[src/rtl/sevenseg_decoder.sv]
// Receive-side decoder for a two-digit seven-segment display: synchronizes, filters and decodes to 0-99.
// Optional SEVENSEG_DECODER_STATS_EN adds saturating accept/error counters.
module sevenseg_decoder #(
  parameter int unsigned STABLE_CYCLES = 4,
  parameter bit          ACTIVE_LOW    = 1'b1
) (
  input  logic        clk,
  input  logic        rst,
  input  logic        S1_A,
  input  logic        S1_B,
  input  logic        S1_C,
  input  logic        S1_D,
  input  logic        S1_E,
  input  logic        S1_F,
  input  logic        S1_G,
  input  logic        S2_A,
  input  logic        S2_B,
  input  logic        S2_C,
  input  logic        S2_D,
  input  logic        S2_E,
  input  logic        S2_F,
  input  logic        S2_G,
  output logic [7:0]  value,
  output logic        value_valid,
  output logic        blank,
  output logic        decode_err
`ifdef SEVENSEG_DECODER_STATS_EN
  ,
  output logic [15:0] accept_count,
  output logic [15:0] err_count
`endif
);

  localparam logic [13:0] UNLIT_PINS  = ACTIVE_LOW ? 14'h3FFF : 14'h0000;
  localparam logic [7:0]  STABLE_MAX  = 8'(STABLE_CYCLES);
  localparam logic [7:0]  STABLE_LAST = 8'(STABLE_CYCLES - 1);

  typedef struct packed {
    logic       legal;
    logic       is_blank;
    logic [3:0] digit;
  } digit_t;

  function automatic digit_t decode_digit(input logic [6:0] seg);
    digit_t d;
    d.legal    = 1'b1;
    d.is_blank = 1'b0;
    d.digit    = 4'd0;
    case (seg)
      7'b0111111: d.digit = 4'd0;
      7'b0000110: d.digit = 4'd1;
      7'b1011011: d.digit = 4'd2;
      7'b1001111: d.digit = 4'd3;
      7'b1100110: d.digit = 4'd4;
      7'b1101101: d.digit = 4'd5;
      7'b1111101: d.digit = 4'd6;
      7'b0000111: d.digit = 4'd7;
      7'b1111111: d.digit = 4'd8;
      7'b1101111: d.digit = 4'd9;
      7'b0000000: begin
        d.legal    = 1'b0;
        d.is_blank = 1'b1;
      end
      default:    d.legal = 1'b0;
    endcase
    return d;
  endfunction

  logic [13:0] pins;
  logic [13:0] s1;
  logic [13:0] s2;
  logic [13:0] acc;
  logic [13:0] lit;
  logic [7:0]  cnt;
  logic        same;
  logic        accept;
  logic        valid_next;
  logic        err_next;
  logic        blank_set;
  digit_t      tens;
  digit_t      units;
  logic [7:0]  tens_ext;
  logic [7:0]  units_ext;
  logic [7:0]  value_next;

  assign pins = {S1_G, S1_F, S1_E, S1_D, S1_C, S1_B, S1_A,
                 S2_G, S2_F, S2_E, S2_D, S2_C, S2_B, S2_A};

  assign lit       = ACTIVE_LOW ? ~s2 : s2;
  assign tens      = decode_digit(lit[13:7]);
  assign units     = decode_digit(lit[6:0]);
  assign tens_ext  = {4'b0000, tens.digit};
  assign units_ext = {4'b0000, units.digit};

  // s1 holds the value s2 takes on this edge, so comparing them detects an s2 change one edge early.
  assign same   = (s1 == s2);
  assign accept = same && (cnt == STABLE_LAST) && (s2 != acc);

  always_comb begin
    valid_next = 1'b0;
    err_next   = 1'b0;
    blank_set  = 1'b0;
    value_next = value;
    if (accept) begin
      if (units.legal && tens.legal) begin
        valid_next = 1'b1;
        value_next = (tens_ext << 3) + (tens_ext << 1) + units_ext;
      end else if (units.legal && tens.is_blank) begin
        valid_next = 1'b1;
        value_next = units_ext;
      end else if (units.is_blank && tens.is_blank) begin
        blank_set = 1'b1;
      end else begin
        err_next = 1'b1;
      end
    end
  end

  always_ff @(posedge clk) begin
    if (rst) begin
      s1          <= UNLIT_PINS;
      s2          <= UNLIT_PINS;
      acc         <= UNLIT_PINS;
      cnt         <= 8'd0;
      value       <= 8'd0;
      value_valid <= 1'b0;
      decode_err  <= 1'b0;
      blank       <= 1'b1;
    end else begin
      s1          <= pins;
      s2          <= s1;
      value_valid <= valid_next;
      decode_err  <= err_next;
      value       <= value_next;
      if (!same) begin
        cnt <= 8'd0;
      end else if (cnt < STABLE_MAX) begin
        cnt <= cnt + 8'd1;
      end
      if (accept) begin
        acc <= s2;
      end
      if (valid_next) begin
        blank <= 1'b0;
      end else if (blank_set) begin
        blank <= 1'b1;
      end
    end
  end

`ifdef SEVENSEG_DECODER_STATS_EN
  always_ff @(posedge clk) begin
    if (rst) begin
      accept_count <= 16'd0;
      err_count    <= 16'd0;
    end else begin
      if (valid_next && (accept_count != 16'hFFFF)) begin
        accept_count <= accept_count + 16'd1;
      end
      if (err_next && (err_count != 16'hFFFF)) begin
        err_count <= err_count + 16'd1;
      end
    end
  end
`endif

endmodule
[config.mk]
export PLATFORM = sky130hd
export DESIGN_NAME = sevenseg_decoder
export DESIGN_NICKNAME = d
export VERILOG_FILES = /design/src/rtl/sevenseg_decoder.sv
export SDC_FILE = /design/constraint.sdc
export NUM_CORES = 1
export LEC_CHECK = 0
export ABC_AREA = 1
export CORE_ASPECT_RATIO = 0.8
export CORE_UTILIZATION = 50
export DETAILED_ROUTE_END_ITERATION = 8
export GPL_ROUTABILITY_DRIVEN = 0
export HOLD_SLACK_MARGIN = 0.05
export PLACE_DENSITY = 0.78
export REMOVE_ABC_BUFFERS = 1
export SLEW_MARGIN = 30
export SYNTH_ARGS = -nofsm -noshare
export SYNTH_HDL_FRONTEND = slang
export SYNTH_SLANG_ARGS = --single-unit
[constraint.sdc]
create_clock -name clk -period 7.4 [get_ports clk]
set_clock_uncertainty 0.05 [all_clocks]
set_input_delay 1.48 -clock clk [delete_from_list [all_inputs] [get_ports clk]]
set_output_delay 1.48 -clock clk [all_outputs]
set_load 0.01 [all_outputs]
==> metrics.txt, run 1 <==
DIE HEIGHT=74.8 um; Post-Synth Adder-Cell Area=4.23%; crit path launch type=register; met2 routed WL=3010 um; Least-Margin Pin Slew=0.736 ns; RSZ-0062 raised after global routing=no; post-CTS resize count=0; Crit. End Element=register; Flop pwr share=52.8%; ant diodes=0; FMAX=333 MHz; Highest Signal Layer=met4; part of the power in combinational logic=8.2%; num rows=26; starting density of the core=51.9%; number of I/O port buffers=26; setup TNS=0 ns; crit path max fanout=9; R2R Path Start=s2[13]; hold depth=2; Hold Crit Start=cnt[7]; initial antenna violation count=0; hold buffer count at cts=0; Psw=167 uW; placed cell area=3600 um2; final slew viol count=0; Routed met1 length=3300 um; Crit path arrival time=3.19 ns; post-route cell area=3760 um2; GRT overflow=0; simple-gate area share of the yosys netlist=40.0%; Root Buffer=clkbuf_8; main combinational cell family by area after synthesis=simple AND/OR/NAND/NOR gates; clock tree buffer depth=2; pwr/cell area=173 nW/um2; Die ar.=6960 um2; all-layer global routing usage=22.0%; share of cells above drive strength 1=13.9%; H-tree levels=3; first-pass GRT wire length=11700 um; Leakage=0.00202 uW; largest net degree at the start of global routing=30; area leader, netlist=dfxtp_1; antenna-violating nets left=0; Core Region=6380 um2; clk_lat worst skew=0.35 ns; Die W=93.0 um; Area Overhead vs Synth=13.7%; mux share of post-synthesis cell area=0%; Synth cell types=30; Post-Route WL=6700 um; Detailed Routing Iterations Pass 1=4; reg-to-reg slack, setup=4.40 ns; Detailed Place HPWL=5020 um; CTS Buf Count=9; Avg WL per Cell=11.2 um; number of global-route vias before repair=2617; number of fill cells=604; DRC viols=0; post-synth top area share=36.9%; Post-Synth XOR/XNOR Area=2.91%; outcome=finished, final reports clean; R2R cell count=12; Cell Area, Synth=3310 um2; fin crit share=40.6%; Mean Syn Cell Area=6.79 um2; DR iter-0 viols=162; FF+latch count, synth=61; dominant cells by area after synthesis=dfxtp_1 (37%), nand2_1 (17%), nor2_1 (8.4%); power share of the clock group=38.9%; Data required, critical path=7.59 ns; clk slew on worst S/H paths=0.07 ns; post-synthesis cell count=488; total number of vias=2896; WS Path Type=reg2reg; # setup viols final=0; met3 WL post-DR=323 um; P_int=484 uW; Final Hold Viols=0; r2r endpoint=value[7]; hold endpoint=cnt[7]; I/O Pins=27; post-synthesis sequential area ratio=36.9%; post-CTS setup buffer count=0; maxcap violations=0; min cycle time layout=3.00 ns; Hold WC Path Type=reg2reg; Net Sw Frac=25.6%; Synth warnings=0; # nets final=539; TritonCTS Sinks=61; CTS tree=done; via density per instance=4.82; Slew Limit Headroom=50.3%; worst vdd ir=0.0000996 V; Synth Area in Compound Gates=6.08%
[power by group through the flow]
stage                     combinational, uW  sequential, uW  clock, uW
after floorplan                        35.3             349          0
after global placement                 52.7             351          0
after detailed placement               53.8             351          0
after CTS                              54.1             344        260
after global routing                   61.4             345        275
final                                  53.7             344        253
[critical path: stages (launching register included)]
cell and delay (ns):
dfxtp_1 0.50, nand3_1 0.16, o311ai_0 0.65, fa_1 0.55, ha_1 0.31, nand3_1 0.07, nand2_1 0.08, a21oi_1 0.15
nor2_1 0.07, nand3_1 0.09, nand3_1 0.09, nand2_1 0.09, nor2_1 0.04
[layer usage]
metal | up-vias | global-route usage [%]
li1 | 1553 | -
met1 | 1266 | 28.1
met2 | 69 | 35.9
met3 | 8 | 6.46
met4 | 0 | 7.86
met5 | - | 0
[metrics by stage]
| step | hold WS, ns | power (uW) | cells | setup slack, ns | utilization (%) |
|---|---|---|---|---|---|
| floorplan | 0.365 | 384 | 474 | 4.74 | - |
| global placement | 0.376 | 404 | 586 | 4.31 | 56.5 |
| detailed placement | 0.379 | 405 | 586 | 4.28 | 56.5 |
| CTS | 0.393 | 658 | 601 | 4.39 | 59.0 |
| global route | 0.402 | 682 | 601 | 4.09 | 59.0 |
| finish | 0.391 | 651 | 601 | 4.40 | 59.0 |
[synthesized netlist by cell type, drive strengths merged]
library cell and instances:
clkbuf 2, ha 8, nand4 10, o311ai 1, buf 12, nand3 21
or2 14, nand3b 2, fa 2, nor4 1, nand2 161, inv 63
dfxtp 61, xnor2 6, o21ai 12, xor2 5, a21oi 14, nor2 84
o211ai 5, nor3 4
[worst max-delay path by stage]
stage | from | to | cells past startpoint
floorplan | s2[8] | value[6] | 13
detailed placement | rst | cnt[1] | 6
global placement | rst | cnt[1] | 6
CTS | s2[13] | value[7] | 12
global route | s2[7] | value[6] | 13
finish | s2[13] | value[7] | 12
[state kept, by name, summed over array words and instances (netlist names)]
signal,flops
value_valid,1
value,8
decode_err,1
s2,14
cnt,8
acc,14
s1,14
blank,1
[placed cells by master, fill, tap and decap left out]
master and n:
nor3_1 4, inv_2 15, nand3b_1 2, dfxtp_1 61, inv_1 48, clkbuf_8 10
clkinvlp_4 1, nand3_4 2, o211ai_2 5, nand3_2 2, buf_4 2, nor2_4 4
nand2_1 154, xnor2_1 6, a21oi_1 14, nand3_1 17, nor2_2 6, clkdlybuf4s50_1 26
ha_1 8, nand2_4 2, nor2_1 74, clkinv_2 4, o311ai_0 1, xor2_1 5
nor4_1 1, fa_1 2, nand2_2 5, or2_2 14, nand4_1 10, o21ai_0 12
[layout make-up]
type                            count  area, um2  area share [%]
Clock buffer                       10        138            3.66
Clock inverter                      5       27.5           0.731
Inverter                           63        236            6.28
Multi-Input combinational cell    350       1760            46.8
Sequential cell                    61       1220            32.4
Tap cell                           84        105            2.79
Timing Repair Buffer               28        275            7.31
[kinds of logic after synthesis]
family,count (synthesis)
adder cells (fa/ha/maj),10
AO/OA/AOI/OAI,32
AND/OR/NAND/NOR,297
flip-flops,61
buffers and inverters,77
XOR/XNOR,11
(Power assumes the default switching activity.)
==> inputs of run 2 (changes only) <==
--- a/config.mk
+++ b/config.mk
@@ -11,7 +11,7 @@
 export DETAILED_ROUTE_END_ITERATION = 8
 export GPL_ROUTABILITY_DRIVEN = 0
 export HOLD_SLACK_MARGIN = 0.05
-export PLACE_DENSITY = 0.78
+export PLACE_DENSITY = 0.81
 export REMOVE_ABC_BUFFERS = 1
 export SLEW_MARGIN = 30
 export SYNTH_ARGS = -nofsm -noshare
==> constraint.sdc (replaced) <==
create_clock -name clk -period 2.4 [get_ports clk]
set_clock_uncertainty 0.05 [all_clocks]
set_input_delay 0.48 -clock clk [delete_from_list [all_inputs] [get_ports clk]]
set_output_delay 0.48 -clock clk [all_outputs]
set_load 0.01 [all_outputs]
==> run 2 against run 1 <==
  * The flow now finishes with violations (setup timing)
  * Hold slack worse by 0.0036 ns
  * Combinational power rose to 4.5 times the previous value
  * Sequential power rose to 3.1 times the previous value
  * Via count up 15%
  * Sequential share of layout area down 4.8 points
  * Clock power rose to 3.2 times the previous value
  * Cell count up 11%
  * Wire length up 31%
  * Register-to-register slack worse by 4.6 ns
  * Total power rose to 3.2 times the previous value
  * Critical path type unchanged
  * Largest power group unchanged
==> metrics.txt, run 2 (synthesized netlist as in run 1, its figures left out) <==
RSZ-0062 raised after global routing=yes; Area Overhead vs Synth=36.3%; crit path launch type=register; most frequent cells in the layout=nand2_1 (140), nor2_1 (66), buf_4 (65), dfxtp_1 (49), inv_1 (44); Final Hold Viols=0; total number of vias=3336; maxcap violations=0; crit path max fanout=5; share of cells above drive strength 1=32.0%; Post-Route WL=8790 um; num rows=26; fin crit share=108%; starting density of the core=51.9%; DR iter-0 viols=131; largest net degree at the start of global routing=25; Detailed Place HPWL=6120 um; worst vdd ir=0.000364 V; Crit path arrival time=2.79 ns; # setup viols final=5; post-place setup slack=-0.397 ns; min cycle time layout=2.59 ns; Avg WL per Cell=13.1 um; most common cell after layout, fill and taps aside=nand2_1; clock tree buffer depth=2; placed cell area=4050 um2; failing checks=setup timing; Root Buffer=clkbuf_8; Core Region=6380 um2; clk_lat worst skew=0.36 ns; CTS tree=done; I/O Pins=27; Slew Limit Headroom=68.4%; first-pass GRT wire length=14000 um; H-tree levels=3; Least-Margin Pin Slew=0.470 ns; Hold WC Path Type=reg2reg; ant diodes=0; via density per instance=4.99; pwr/cell area=465 nW/um2; Finished Layout Cells=669; TritonCTS Sinks=61; Die W=93.0 um; Detailed Routing Iterations Pass 1=5; Data required, critical path=2.59 ns; DRC viols=0; GRT overflow=0; DIE HEIGHT=74.8 um; Crit. End Element=register; Worst Setup Slack, final=-0.192 ns; initial antenna violation count=0; clk slew on worst S/H paths=0.06 ns; WS Path Type=reg2reg; Die ar.=6960 um2; antenna-violating nets left=0; CTS Buf Count=9; post-route cell area=4510 um2; number of I/O port buffers=26; Top Registers=acc: 14 flops, s1: 14 flops, s2: 14 flops; # nets final=608; placed insts=646; FMAX=386 MHz; all-layer global routing usage=26.3%; outcome=finished with violations; final slew viol count=0; Leakage=0.00239 uW; number of global-route vias before repair=3175
run 2: routing by layer:
layer  GRT usage [%]  up-vias  wire, um
met5               0        -         0
met4            12.8        0       210
met3            5.56       25       480
met2            48.0      104      4410
met1            29.9     1518      3690
li1                -     1689         -
run 2: power by group:
| part | total [uW] | switching (uW) | internal [uW] |
|---|---|---|---|
| clock | 806 | 390 | 416 |
| sequential | 1050 | 18.3 | 1030 |
| combinational | 242 | 130 | 113 |
| total | 2100 | 539 | 1560 |
run 2: repair_timing:
action,in CTS,in global routing
buffers inserted,4,6
pin swaps,21,19
hold buffers,0,0
setup endpoints to repair,5,5
resized for setup,43,29
run 2: stage by stage:
| stage | hold slack, ns | TNS (ns) | util, % | total power (uW) |
|---|---|---|---|---|
| floorplan | 0.365 | -0.729 | - | 1190 |
| global route | 0.407 | -1.09 | 70.8 | 2180 |
| finish | 0.387 | -0.658 | 70.8 | 2100 |
| CTS | 0.390 | -0.219 | 68.7 | 2090 |
| detailed placement | 0.381 | -1.48 | 63.5 | 1290 |
| global placement | 0.376 | -1.03 | 63.5 | 1280 |
run 2: path summary, 6_finish.rpt:
path               start  endpoint  slack [ns]  depth (start not counted)
setup / recovery   s2[7]  value[6]       -0.19                         13
hold reg to reg   cnt[7]    cnt[7]        0.39                          2
setup reg to reg   s2[7]  value[6]       -0.19                         13
hold / removal    cnt[7]    cnt[7]        0.39                          2
run 2: final cells by class:
| class | count | area (um2) |
|---|---|---|
| timing repair buffer | 97 | 816 |
| multi-input combinational | 350 | 1940 |
| inverter | 63 | 244 |
| clock inverter | 2 | 10.0 |
| clock buffer | 12 | 155 |
| fill | 528 | 1860 |
| sequential | 61 | 1250 |
| tap | 84 | 105 |
run 2: worst max-delay path, stage by stage, from the launching register on:
cell and delay [ns]:
dfxtp_2 0.34, buf_4 0.16, nand2_2 0.07, nor2_2 0.04
nand2_1 0.09, nand4_1 0.17, fa_1 0.57, inv_2 0.05
fa_2 0.40, o21ai_2 0.15, xor2_1 0.17, nor2_1 0.06
nor2_1 0.10, nor2_1 0.05
